===== config.mk =====
export PLATFORM = sky130hd
export DESIGN_NAME = mem_bridge
export DESIGN_NICKNAME = d
export VERILOG_FILES = /design/src/rtl/mem_utils_pkg.sv /design/src/rtl/byte_lane_align.sv /design/src/rtl/mem_bridge.sv
export SDC_FILE = /design/constraint.sdc
export NUM_CORES = 1
export LEC_CHECK = 0
export CORE_MARGIN = 1.5
export CORE_UTILIZATION = 47
export CTS_CLUSTER_SIZE = 20
export DETAILED_ROUTE_END_ITERATION = 16
export HOLD_SLACK_MARGIN = 0.03
export PLACE_DENSITY = 0.82
export SLEW_MARGIN = 10
export SYNTH_ARGS = -nofsm -noshare
export SYNTH_HDL_FRONTEND = slang
export SYNTH_SLANG_ARGS = --single-unit

===== constraint.sdc =====
create_clock -name clk -period 2.07 [get_ports clk]
set_input_delay 0.414 -clock clk [delete_from_list [all_inputs] [get_ports clk]]
set_output_delay 0.414 -clock clk [all_outputs]
set_load 0.005 [all_outputs]

===== src/rtl/mem_utils_pkg.sv =====
// rtl/mem_utils_pkg.sv - shared types and helpers for the core memory bridge
package mem_utils;

    typedef enum logic [1:0] {
        MS_BYTE = 2'b00,
        MS_HALF = 2'b01,
        MS_WORD = 2'b10
    } mem_size_t;

    typedef enum logic [2:0] {
        ST_LAUNCH = 3'd0,
        ST_ACC0   = 3'd1,
        ST_ACC1   = 3'd2,
        ST_STEP   = 3'd3,
        ST_ERROR  = 3'd4
    } bridge_state_t;

    // Core size code 11 is an alias for a full word.
    function automatic mem_size_t decode_size(input logic [1:0] code);
        case (code)
            2'b00:   decode_size = MS_BYTE;
            2'b01:   decode_size = MS_HALF;
            default: decode_size = MS_WORD;
        endcase
    endfunction

    function automatic logic [2:0] size_bytes(input mem_size_t sz);
        case (sz)
            MS_BYTE: size_bytes = 3'd1;
            MS_HALF: size_bytes = 3'd2;
            default: size_bytes = 3'd4;
        endcase
    endfunction

endpackage


===== src/rtl/byte_lane_align.sv =====
// rtl/byte_lane_align.sv - lane mask, write-data positioning and read-data extraction
module byte_lane_align
    import mem_utils::*;
(
    input  logic [1:0]  offset,
    input  mem_size_t   size,
    input  logic [31:0] wdata_in,
    input  logic [63:0] rdata_pair,
    output logic [7:0]  lane_mask,
    output logic [63:0] wdata_sh,
    output logic [31:0] rdata_out
);

    logic [7:0]  base_mask;
    logic [63:0] rdata_sh;

    // Lanes span two words; the upper nibble of the mask belongs to the second transfer.
    always_comb begin
        base_mask = (8'd1 << size_bytes(size)) - 8'd1;
        lane_mask = base_mask << offset;
        wdata_sh  = {32'b0, wdata_in} << {offset, 3'b000};
        rdata_sh  = rdata_pair >> {offset, 3'b000};
        case (size)
            MS_BYTE: rdata_out = {24'b0, rdata_sh[7:0]};
            MS_HALF: rdata_out = {16'b0, rdata_sh[15:0]};
            default: rdata_out = rdata_sh[31:0];
        endcase
    end

endmodule


===== src/rtl/mem_bridge.sv =====
// rtl/mem_bridge.sv - core step to word-memory bridge with split access and watchdog
module mem_bridge
    import mem_utils::*;
#(
    parameter int ADDR_W  = 30,
    parameter int TIMEOUT = 255
) (
    input  logic              clk,
    input  logic              rst,
    input  logic              run,
    input  logic [31:0]       core_address,
    input  logic [31:0]       core_data_out,
    input  logic              core_write_enable,
    input  logic [1:0]        core_data_size,
    output logic [31:0]       core_data_in,
    output logic              enable_step,
    output logic              mem_req,
    output logic              mem_we,
    output logic [ADDR_W-1:0] mem_addr,
    output logic [31:0]       mem_wdata,
    output logic [3:0]        mem_be,
    input  logic [31:0]       mem_rdata,
    input  logic              mem_ack,
    output logic              bus_error
);

    localparam int WD_W = $clog2(TIMEOUT + 1);
    localparam logic [WD_W-1:0] WD_LAST = WD_W'(TIMEOUT - 1);

    bridge_state_t   state;
    logic [WD_W-1:0] wd_cnt;
    logic [1:0]      off_q;
    mem_size_t       size_q;
    logic            split_q;
    logic [3:0]      be_hi_q;
    logic [31:0]     wdata_hi_q;
    logic [31:0]     r0_q;

    logic [1:0]      al_offset;
    mem_size_t       al_size;
    logic [63:0]     al_rpair;
    logic [7:0]      lane_mask;
    logic [63:0]     wdata_sh;
    logic [31:0]     rdata_out;

    // One aligner serves both launch (live core inputs) and read return (captured access).
    always_comb begin
        al_offset = (state == ST_LAUNCH) ? core_address[1:0] : off_q;
        al_size   = (state == ST_LAUNCH) ? decode_size(core_data_size) : size_q;
        al_rpair  = (state == ST_ACC1) ? {mem_rdata, r0_q} : {32'b0, mem_rdata};
    end

    byte_lane_align u_align (
        .offset     (al_offset),
        .size       (al_size),
        .wdata_in   (core_data_out),
        .rdata_pair (al_rpair),
        .lane_mask  (lane_mask),
        .wdata_sh   (wdata_sh),
        .rdata_out  (rdata_out)
    );

    // Access sequencer: launch, one or two handshaked transfers, step pulse; watchdog traps to ERROR.
    always_ff @(posedge clk or negedge rst) begin
        if (!rst) begin
            state        <= ST_LAUNCH;
            wd_cnt       <= '0;
            off_q        <= '0;
            size_q       <= MS_BYTE;
            split_q      <= 1'b0;
            be_hi_q      <= '0;
            wdata_hi_q   <= '0;
            r0_q         <= '0;
            core_data_in <= '0;
            enable_step  <= 1'b0;
            mem_req      <= 1'b0;
            mem_we       <= 1'b0;
            mem_addr     <= '0;
            mem_wdata    <= '0;
            mem_be       <= '0;
            bus_error    <= 1'b0;
        end else begin
            case (state)
                ST_LAUNCH: begin
                    enable_step <= 1'b0;
                    if (run) begin
                        off_q      <= core_address[1:0];
                        size_q     <= decode_size(core_data_size);
                        split_q    <= |lane_mask[7:4];
                        be_hi_q    <= lane_mask[7:4];
                        wdata_hi_q <= wdata_sh[63:32];
                        mem_addr   <= core_address[ADDR_W+1:2];
                        mem_be     <= lane_mask[3:0];
                        mem_wdata  <= wdata_sh[31:0];
                        mem_we     <= core_write_enable;
                        mem_req    <= 1'b1;
                        wd_cnt     <= '0;
                        state      <= ST_ACC0;
                    end
                end
                ST_ACC0, ST_ACC1: begin
                    if (mem_ack) begin
                        wd_cnt <= '0;
                        if (state == ST_ACC0 && split_q) begin
                            r0_q      <= mem_rdata;
                            mem_addr  <= mem_addr + 1'b1;
                            mem_be    <= be_hi_q;
                            mem_wdata <= wdata_hi_q;
                            state     <= ST_ACC1;
                        end else begin
                            mem_req     <= 1'b0;
                            enable_step <= 1'b1;
                            if (!mem_we) begin
                                core_data_in <= rdata_out;
                            end
                            state <= ST_STEP;
                        end
                    end else if (wd_cnt == WD_LAST) begin
                        mem_req   <= 1'b0;
                        bus_error <= 1'b1;
                        state     <= ST_ERROR;
                    end else begin
                        wd_cnt <= wd_cnt + 1'b1;
                    end
                end
                ST_STEP: begin
                    enable_step <= 1'b0;
                    state       <= ST_LAUNCH;
                end
                ST_ERROR: begin
                    mem_req     <= 1'b0;
                    enable_step <= 1'b0;
                    bus_error   <= 1'b1;
                end
                default: state <= ST_LAUNCH;
            endcase
        end
    end

endmodule


==> impl_metrics.json <==
{
  "outcome": "complete, but fails checks",
  "violations": "negative setup slack",
  "grt_util_all_layers": 0.3330,
  "synth.top_cells.by_count": "206 x nand2_1, 178 x dfrtp_1, 108 x mux2i_1",
  "pre_cts_ws_ns": -0.3100,
  "syn_avg_cell_area_sq_um": 9.439,
  "portBuffers": 204,
  "root_buffer": "clkbuf_16",
  "p_leak_uw": 0.006657,
  "num_vias": 11240,
  "synth_cell_types": 67,
  "dieArea_sq_mm": 0.02217,
  "synth_nets": 1166,
  "max_freq_mhz": 417.9,
  "cp-start-kind": "register",
  "drtIter0Drc": 1514,
  "grt_pass1_vias": 10440,
  "cpPeakStageDelay_ns": 0.41,
  "cts.clk_slew.worst_paths_ns": 0.08,
  "grt_pass1_wl_um": 57230,
  "worstSetupStartpoint": "state[0]",
  "ios": 205,
  "crit_path_end_kind": "register",
  "start_util": 0.4775,
  "gp_congestion": 0.9195,
  "worstSkewPairLatency_ns": 0.45,
  "drc": 0,
  "powerDensity_mw_per_mm2": 1656,
  "switchingPower_uw": 10740,
  "cp_top_family": "multiplexers",
  "antenna_found_initial": 0,
  "cts_tree": "built",
  "finalCritPeriodShare": 1.156,
  "clock_sinks": 178,
  "worstPathArrival_ns": 2.70,
  "synth-edff-count": 0,
  "overflow": 0,
  "hold_violations": 0,
  "drv_cap": 0,
  "yosysSeqAreaShare": 0.4452,
  "synthArstFlopShare": 1.000,
  "dp_hpwl_um": 23780,
  "min-delay-path-class": "in2async",
  "drive_gt1_frac": 0.2685,
  "peakVddDrop_uv": 917.8,
  "synthDominantCellAreaShare": 0.4452,
  "htreeDepth": 4,
  "tightest_slew_ns": 0.5526,
  "crit_path_top_delay_cell": "dfrtp_1",
  "synthSimpleGateAreaFrac": 0.1682,
  "r2r_cells": 8,
  "comb_power_share": 0.605,
  "cts_buffer_depth": 2,
  "intPower_uw": 14750,
  "fin_crit_ns": 2.393,
  "synth_xor_xnor_area_share": 0.006127,
  "crit_path_max_fanout": 5,
  "p_seq_frac": 0.258,
  "cp.required_ns": 2.38,
  "routed_via_density": 6.740,
  "timing.final.ws_setup_ns": -0.3227,
  "routed_wl_um": 43090,
  "p_total_uw": 25490,
  "ant_nets": 0,
  "rsz0062_at_grt": "yes",
  "reg2reg_setup_slack_ns": -0.32,
  "synth_top_cell_by_area": "dfrtp_1",
  "setup-violations-final": 92,
  "path_cells": "nor3_4 -> buf_6 -> mux2i_4 -> buf_12 -> buf_4 -> mux2_4 -> a221oi_4 -> nor2_1",
  "synth_flop_cell": "dfrtp_1",
  "worstReg2RegEnd": "wdata_hi_q[1]",
  "slew_headroom": 0.6312,
  "area_delta_synth_final_pct": 53.90,
  "nets": 1486,
  "syn_area_sq_mm": 0.01001,
  "synth.most_common_cell": "nand2_1",
  "die_y_um": 148.9,
  "grt_max_degree": 52,
  "core-area_sq_mm": 0.02096,
  "yosysWarningCount": 0,
  "fillers": 1233,
  "firstDrtPassIters": 6,
  "clock_skew_ns": 0.01019,
  "r2r-start": "state[0]",
  "ys_top_cells_by_area": "dfrtp_1 45%, mux2i_1 11%, nand2_1 7.7%",
  "final_core_util": 0.7348,
  "path_buf_inv": 3,
  "dieWidth_um": 148.9,
  "synth-seq-cells": 178,
  "antenna_cells": 0,
  "synth_top_family_by_area": "compound AO/OA/AOI/OAI gates",
  "synthAdderAreaFrac": 0.004752,
  "drv_slew": 0,
  "rows": 53,
  "synth_cells": 1060,
  "pwr-share-clk": 0.137,
  "p_sw_frac": 0.4215,
  "path_class": "reg2reg",
  "avgRoutedWirePerCell_um": 25.83,
  "cts_made_buffers": 17,
  "synth_compound_area_frac": 0.1857,
  "synth.mux.area_fraction": 0.1486
}
==> per-layer routing <==
metal / up-vias / part of all wire / GRT usage
met2: 1032 / 0.46 / 0.5370
met3: 322 / 0.12 / 0.07156
met5: - / 0 / 0
met1: 5362 / 0.35 / 0.4140
li1: 4526 / - / -
met4: 0 / 0.074 / 0.1911
==> power by group through the flow <==
stage               registers [uW]  clock network (uW)  logic, uW
floorplan                     6050                   0       5940
global placement              6270                   0      10700
detailed placement            6320                   0      11000
CTS                           6320                3440      12800
global route                  6690                3610      16100
finish                        6580                3490      15400
==> metrics by stage <==
stage	instances	instance area [sq um]	hold WS [ns]	setup TNS, ns
finish	1668	15400	0.4599	-11.45
floorplan	1060	10040	0.1184	-1.354
global placement	1583	13200	0.3783	-17.01
global route	1668	15400	0.5038	-17.20
detailed placement	1583	13200	0.3804	-21.44
CTS	1648	14670	0.4778	-2.313
==> cells by family after synthesis <==
logic type | Yosys count
and+or+nand+nor | 377
muxes | 141
DFF | 178
buffers and inverters | 88
AOI/OAI and AO/OA | 265
adders and majority gates | 4
xor gates and xnor gates | 7
==> what timing repair did <==
item                                    in CTS  in global routing
pin swaps                                   36                 62
endpoints found under the setup margin      87                126
endpoints found under the hold margin       40                  0
gates cloned                                 4                  3
setup buffers                               30                 19
gates resized for setup                    133                134
hold buffers                                 1                  0
==> worst reg2reg max path, cell delays in order, from the launching register on <==
cell and delay (ns):
dfrtp_1 0.41, nor3_4 0.23, buf_6 0.16, mux2i_4 0.34, buf_12 0.18, buf_4 0.13, mux2_4 0.33, a221oi_4 0.35
nor2_1 0.12
==> state kept, by name, summed over array words and instances (netlist names) <==
name and count:
be_hi_q 4, bus_error 1, core_data_in 32, enable_step 1, mem_addr 30, mem_be 4
mem_req 1, mem_wdata 32, mem_we 1, off_q 2, r0_q 32, size_q 2
split_q 1, state 3, wd_cnt 8, wdata_hi_q 24
==> worst max path at each step <==
stage                        to  cells after the start
6_report          wdata_hi_q[1]                      8
5_1_grt        core_data_in[17]                     10
4_1_cts         core_data_in[2]                      8
3_5_place_dp    core_data_in[3]                      6
3_3_place_gp   core_data_in[26]                      6
2_1_floorplan   core_data_in[8]                      6
==> cell usage in the layout (no fill, tap or decap), types with 10 or more instances in the layout <==
cell type          n
o21ai_0           37
and2_1            13
nand4_1           11
dfrtp_1          177
o21ai_1           35
clkdlybuf4s50_1  203
clkbuf_16         19
a221oi_2          11
nand2_1          198
and3_1            10
a22oi_2           18
a21oi_1           23
o21ai_2           11
mux2_4            15
nor2_1            61
mux2_2            15
a22o_1            13
mux2i_4           24
mux2i_1           82
a22oi_1           11
a221o_1           16
buf_12            17
nand3_1           24
buf_6             40
buf_4            108
a32o_1            11
==> cell type report <==
type / instances / area, sq um / area share
inverter: 9 / 33.78 / 0.002194
sequential: 178 / 4456 / 0.2893
multi-input combinational: 795 / 6108 / 0.3967
tap: 275 / 344.1 / 0.02235
clock inverter: 15 / 180.2 / 0.01170
timing repair buffer: 379 / 3851 / 0.2501
clock buffer: 17 / 425.4 / 0.02763
Note: power is estimated with default switching activity, not from simulation.
==> RTL change 1, RTL diff (same flow settings) <==
Reset style: synchronous (`rst`), changed in one clocked block.
--- a/src/rtl/mem_bridge.sv
+++ b/src/rtl/mem_bridge.sv
@@ -63,3 +63,3 @@
     // Access sequencer: launch, one or two handshaked transfers, step pulse; watchdog traps to ERROR.
-    always_ff @(posedge clk or negedge rst) begin
+    always_ff @(posedge clk) begin
         if (!rst) begin
Behaviour: differs if rst is asserted again (counterexample within 4 cycles, from zero or initial values and one cycle with rst low); with rst held inactive, the same outputs for 4 cycles.
==> RTL change 1 against the original RTL <==
- sequential cell count did not move
- synthesized area is 5.9% lower
- critical path type unchanged
- routed wire length shrank 22%
- cell area is 13% lower
- setup slack better by 0.33 ns
- non-clock buffer count fell by 30
- via count decreased by 7.0%
Power is not compared: it rests on default switching activity, and its combinational part moved more than twofold at a synthesized area within 25%.
==> RTL change 1: results (changes against the original RTL) <==
Logic synthesis
  • Sequential area share after synthesis: 37.8% (-6.7 points)
  • Xor and xnor area share after synthesis: 0.651% (+0.038 points)
  • Top cells by area, synth: dfxtp_1 (38%), mux2i_1 (6.6%), a21oi_1 (6.3%), nand2_1 (5.6%), o21ai_0 (5.0%)
  • Synth Area per Inst: 8.34 um^2 (-12%)
  • Multiplexer share of the synthesized area: 9.82% (-5.0 points)
  • Post-synth top area share: 37.8% (-6.7 points)
  • Synth cell count leaders: dfxtp_1 (178), nand2_1 (140), a21oi_1 (118), o21ai_0 (95)
  • Adder-cell share of the synthesized area: 0.398% (-0.077 points)
  • Synth cell types: 66 (-1.5%)

Global route
  • Met2 usage: 51.0% (-2.7 points)
  • First-pass GRT wire length: 52600 um (-8.1%)
  • Number of global-route vias before repair: 9905 (-5.1%)
  • Largest net degree at the start of global routing: 44 (-15%)
  • GRT Util Overall: 32.3% (-1.0 points)

Layout
  • Filler cells: 1537 (+25%)
  • Share of cells above drive strength 1: 16.8% (-10 points)
  • Final #Nets: 1507 (+1.4%)
  • Flip-flop and latch area: 3570 um^2 (-20%)

STA
  • Skew final: 0.0153 ns (+0.00508 ns)

Worst setup path
  • Worst R2R Setup Slack: 0.007 ns (+0.33 ns)
  • R2r endpoint: core_data_in[29]$_SDFFE_PN0P_
  • Worst path max stage delay: 0.44 ns (+0.03 ns)
  • Crit-path slowest cell: mux2_4
  • Crit-path max FO: 17 (+12)
  • Arr. time, crit path: 2.39 ns (-0.31 ns)

Drt
  • DR vias: 10500 (-7.0%)
  • DR WL/cell: 20.0 um (-23%)
  • DR iter-0 viols: 1193 (-21%)

Placed design
  • DP Area: 12700 um^2 (-4.1%)
  • Placed insts: 1643 (+3.8%)

Worst hold path
  • Class of the worst hold path: input pin to register

Run status
  • Status: complete, no violations

Clock tree
  • CTS Hold Bufs: 0 (-1)
==> RTL change 1: cell count changes in the layout (fill, tap and decap cells not counted), sizes merged, moves of 23 or more <==
cell,delta
dfxtp,+178
mux2i,-46
nand3,+23
dfrtp,-178
buf,-27
a21oi,+92
nand2,-65
==> RTL change 1: final cells by class <==
| cell class | instances | share of cell area [%] |
|---|---|---|
| Sequential cell | 178 | 26.7 |
| Tap cell | 265 | 2.48 |
| Multi-Input combinational cell | 846 | 41.4 |
| Inverter | 9 | 0.252 |
| Clock buffer | 17 | 3.18 |
| Clock inverter | 15 | 1.35 |
| Timing Repair Buffer | 349 | 24.7 |
==> RTL change 1: per-layer routing <==
| metal | wire length, um | up-vias | share of wire (%) |
|---|---|---|---|
| met5 | 0 | - | 0 |
| met4 | 1050 | 0 | 3.1 |
| met3 | 3120 | 98 | 9.3 |
| met2 | 15600 | 634 | 47 |
| met1 | 13800 | 4952 | 41 |
| li1 | - | 4770 | - |
==> RTL change 2, RTL diff (config.mk and constraints unchanged) <==
Without the edit above. The parameter `TIMEOUT` goes from 255 to 510.
--- a/src/rtl/mem_bridge.sv
+++ b/src/rtl/mem_bridge.sv
@@ -5,3 +5,3 @@
     parameter int ADDR_W  = 30,
-    parameter int TIMEOUT = 255
+    parameter int TIMEOUT = 510
 ) (
Behaviour: no difference found for any inputs over 4 cycles, from zero or initial values and one cycle with rst low; that may be too few to reach the edited logic, so the function may still have changed.
==> RTL change 2 against the original RTL <==
- the run still ends with negative setup slack left
- power shrank 9.3%
- sequential share of layout area grew 1.3 points
- synthesized area grew 2.4%
- setup slack gained 0.28 ns
- cell area shrank 3.7%
- routed wire length shrank 15%
- fmax grew 13%
- sequential cell count grew 1
- global-route usage shrank 2.0 points
- largest power group unchanged
==> RTL change 2: results (changes against the original RTL) <==
Drt
  • WL final: 36600 um (-15%)
  • Vias/cell: 6.30 (-6.6%)
  • DR WL/cell: 21.1 um (-18%)
  • DR iter-0 viols: 1453 (-4.0%)
  • Pre-antenna DRT Iters: 6 (unchanged)

Worst setup path
  • R2r worst-path depth: 6 (-2)
  • Worst path max stage delay: 0.45 ns (+0.04 ns)
  • Crit-path max FO: 21 (+16)
  • Crit-path slowest cell: or3_4
  • Arr. time, crit path: 2.48 ns (-0.22 ns)

Global route
  • Number of global-route vias before repair: 10200 (-2.8%)
  • First-pass GRT wire length: 54800 um (-4.3%)
  • Largest net degree at the start of global routing: 56 (+7.7%)
  • GRT Util Overall: 31.3% (-2.0 points)
  • Initial antenna violation count: 0 (unchanged)

STA
  • Worst slew pin tran: 0.559 ns (+0.00659 ns)
  • Hold slack final: 0.475 ns (+0.0148 ns)
  • Final setup fails: 20 (-78%)
  • Setup WS post-layout: -0.0465 ns (+0.276 ns)
  • Skew final: 0.0135 ns (+0.00335 ns)

Clock tree
  • Root buffer selected by CTS: clkbuf_16
  • H-tree depth: 4 (unchanged)
  • CTS Buf Count: 17 (unchanged)
  • Longest Clk Path Bufs: 2 (unchanged)
  • Clock slew at reported path FFs: 0.07 ns
  • Worst skew pair latency: 0.45 ns (about the same)

Worst hold path
  • Hold path cells: 2
  • Class of the worst hold path: register to register

Layout
  • Final #Nets: 1553 (+4.5%)
  • Top Registers: core_data_in: 32 flops, mem_wdata: 32 flops, r0_q: 32 flops
  • Share of cells above drive strength 1: 19.1% (-7.7 points)
  • Ant diodes: 0 (unchanged)

Placed design
  • Setup WS pre-CTS: -0.346 ns (-0.0358 ns)
  • GPL Wtd Cong: 0.990 (+7.7%)
  • Placed wire-length estimate: 25100 um (+5.6%)
  • Buffers on Ports: 204 (unchanged)

Power
  • Static Leakage: 6.30 nW (-5.3%)
  • Max VDD drop: 0.000916 V (-0.17%)

Logic synthesis
  • Sequential area share after synthesis: 43.7% (-0.78 points)
  • Syn Inst Count: 1154 (+8.9%)
  • Top cells by area, synth: dfrtp_1 (44%), nand2_1 (8.4%), mux2i_1 (6.7%), a211oi_1 (4.0%), o21ai_0 (3.7%)
  • Syn nets: 1260 (+8.1%)
  • Syn. warnings: 0 (unchanged)
  • Synth cell count leaders: nand2_1 (229), dfrtp_1 (179), o21ai_0 (75), nor2_1 (72), mux2i_1 (69)
  • Synth cell types: 66 (-1.5%)
  • Synth async-reset ratio: 100% (unchanged)

Run status
  • Failing checks: negative setup slack
  • Status: finished, violations left
[RTL change 2: timing repair]
action / in CTS / in global routing
hold buffers: 1 / 0
endpoints found under the setup margin: 75 / 98
pin swaps: 2 / 6
gates cloned: 1 / 1
endpoints found under the hold margin: 50 / 0
gates resized for setup: 41 / 76
setup buffers: 4 / 10
[RTL change 2: worst paths after layout]
| path | endpoint | start |
|---|---|---|
| setup / recovery | core_data_in[8]$_DFFE_PN0P_ | state[1]$_DFFE_PN0P_ |
| hold / removal | size_q[0]$_DFFE_PN0P_ | size_q[0]$_DFFE_PN0P_ |
| setup reg to reg | core_data_in[8]$_DFFE_PN0P_ | state[1]$_DFFE_PN0P_ |
| hold reg to reg | size_q[0]$_DFFE_PN0P_ | size_q[0]$_DFFE_PN0P_ |
| max in group asynchronous | core_data_in[27]$_DFFE_PN0P_ | rst |
| min in group asynchronous | mem_wdata[2]$_DFFE_PN0P_ | rst |
[RTL change 2: power by group]
| part | internal, mW | switching (mW) |
|---|---|---|
| clock | 1.64 | 1.61 |
| sequential | 5.04 | 1.40 |
| combinational | 6.70 | 6.73 |
| total | 13.4 | 9.74 |
[RTL change 2: cell type report]
type	instances	area, um^2
clock buffer	19	443
clock inverter	13	136
fill	1503	6390
inverter	7	26.3
multi-input combinational	881	5910
sequential	179	4480
tap	275	344
timing repair buffer	361	3490
[RTL change 2: kinds of logic (layout without fill, tap and decap cells)]
kind of cell / after synthesis / count (layout) / synth area share, %
compound gates: 337 / 337 / 22.8
xor+xnor: 4 / 4 / 0.342
fa+ha+maj: 3 / 3 / 0.367
buf+inv: 95 / 400 / 4.07
flops: 179 / 179 / 43.7
mux: 82 / 83 / 8.36
simple gates: 454 / 454 / 20.4
[RTL change 2: per-layer routing]
layer | share of wire (%) | GRT usage [%] | routed length (um)
met4 | 3.6 | 13.6 | 1310
met5 | 0 | 0 | 0
met1 | 40 | 43.3 | 14600
met2 | 47 | 48.3 | 17100
met3 | 9.7 | 5.39 | 3560
[RTL change 2: worst max-delay path, delay by kind of cell (launching register included)]
kind,cells,cell delay (ns)
multiplexers,2,0.58
AND/OR/NAND/NOR,1,0.45
AO/OA/AOI/OAI,2,0.42
flip-flops,1,0.40
buffers and inverters,1,0.19
[RTL change 2: per-stage QoR]
step / setup TNS (ns) / instance area, um^2
2_1_floorplan: -0.150 / 10300
3_3_place_gp: -23.68 / 13600
3_5_place_dp: -29.70 / 13600
4_1_cts: -0.237 / 14400
5_1_grt: -2.67 / 14800
6_report: -0.411 / 14800
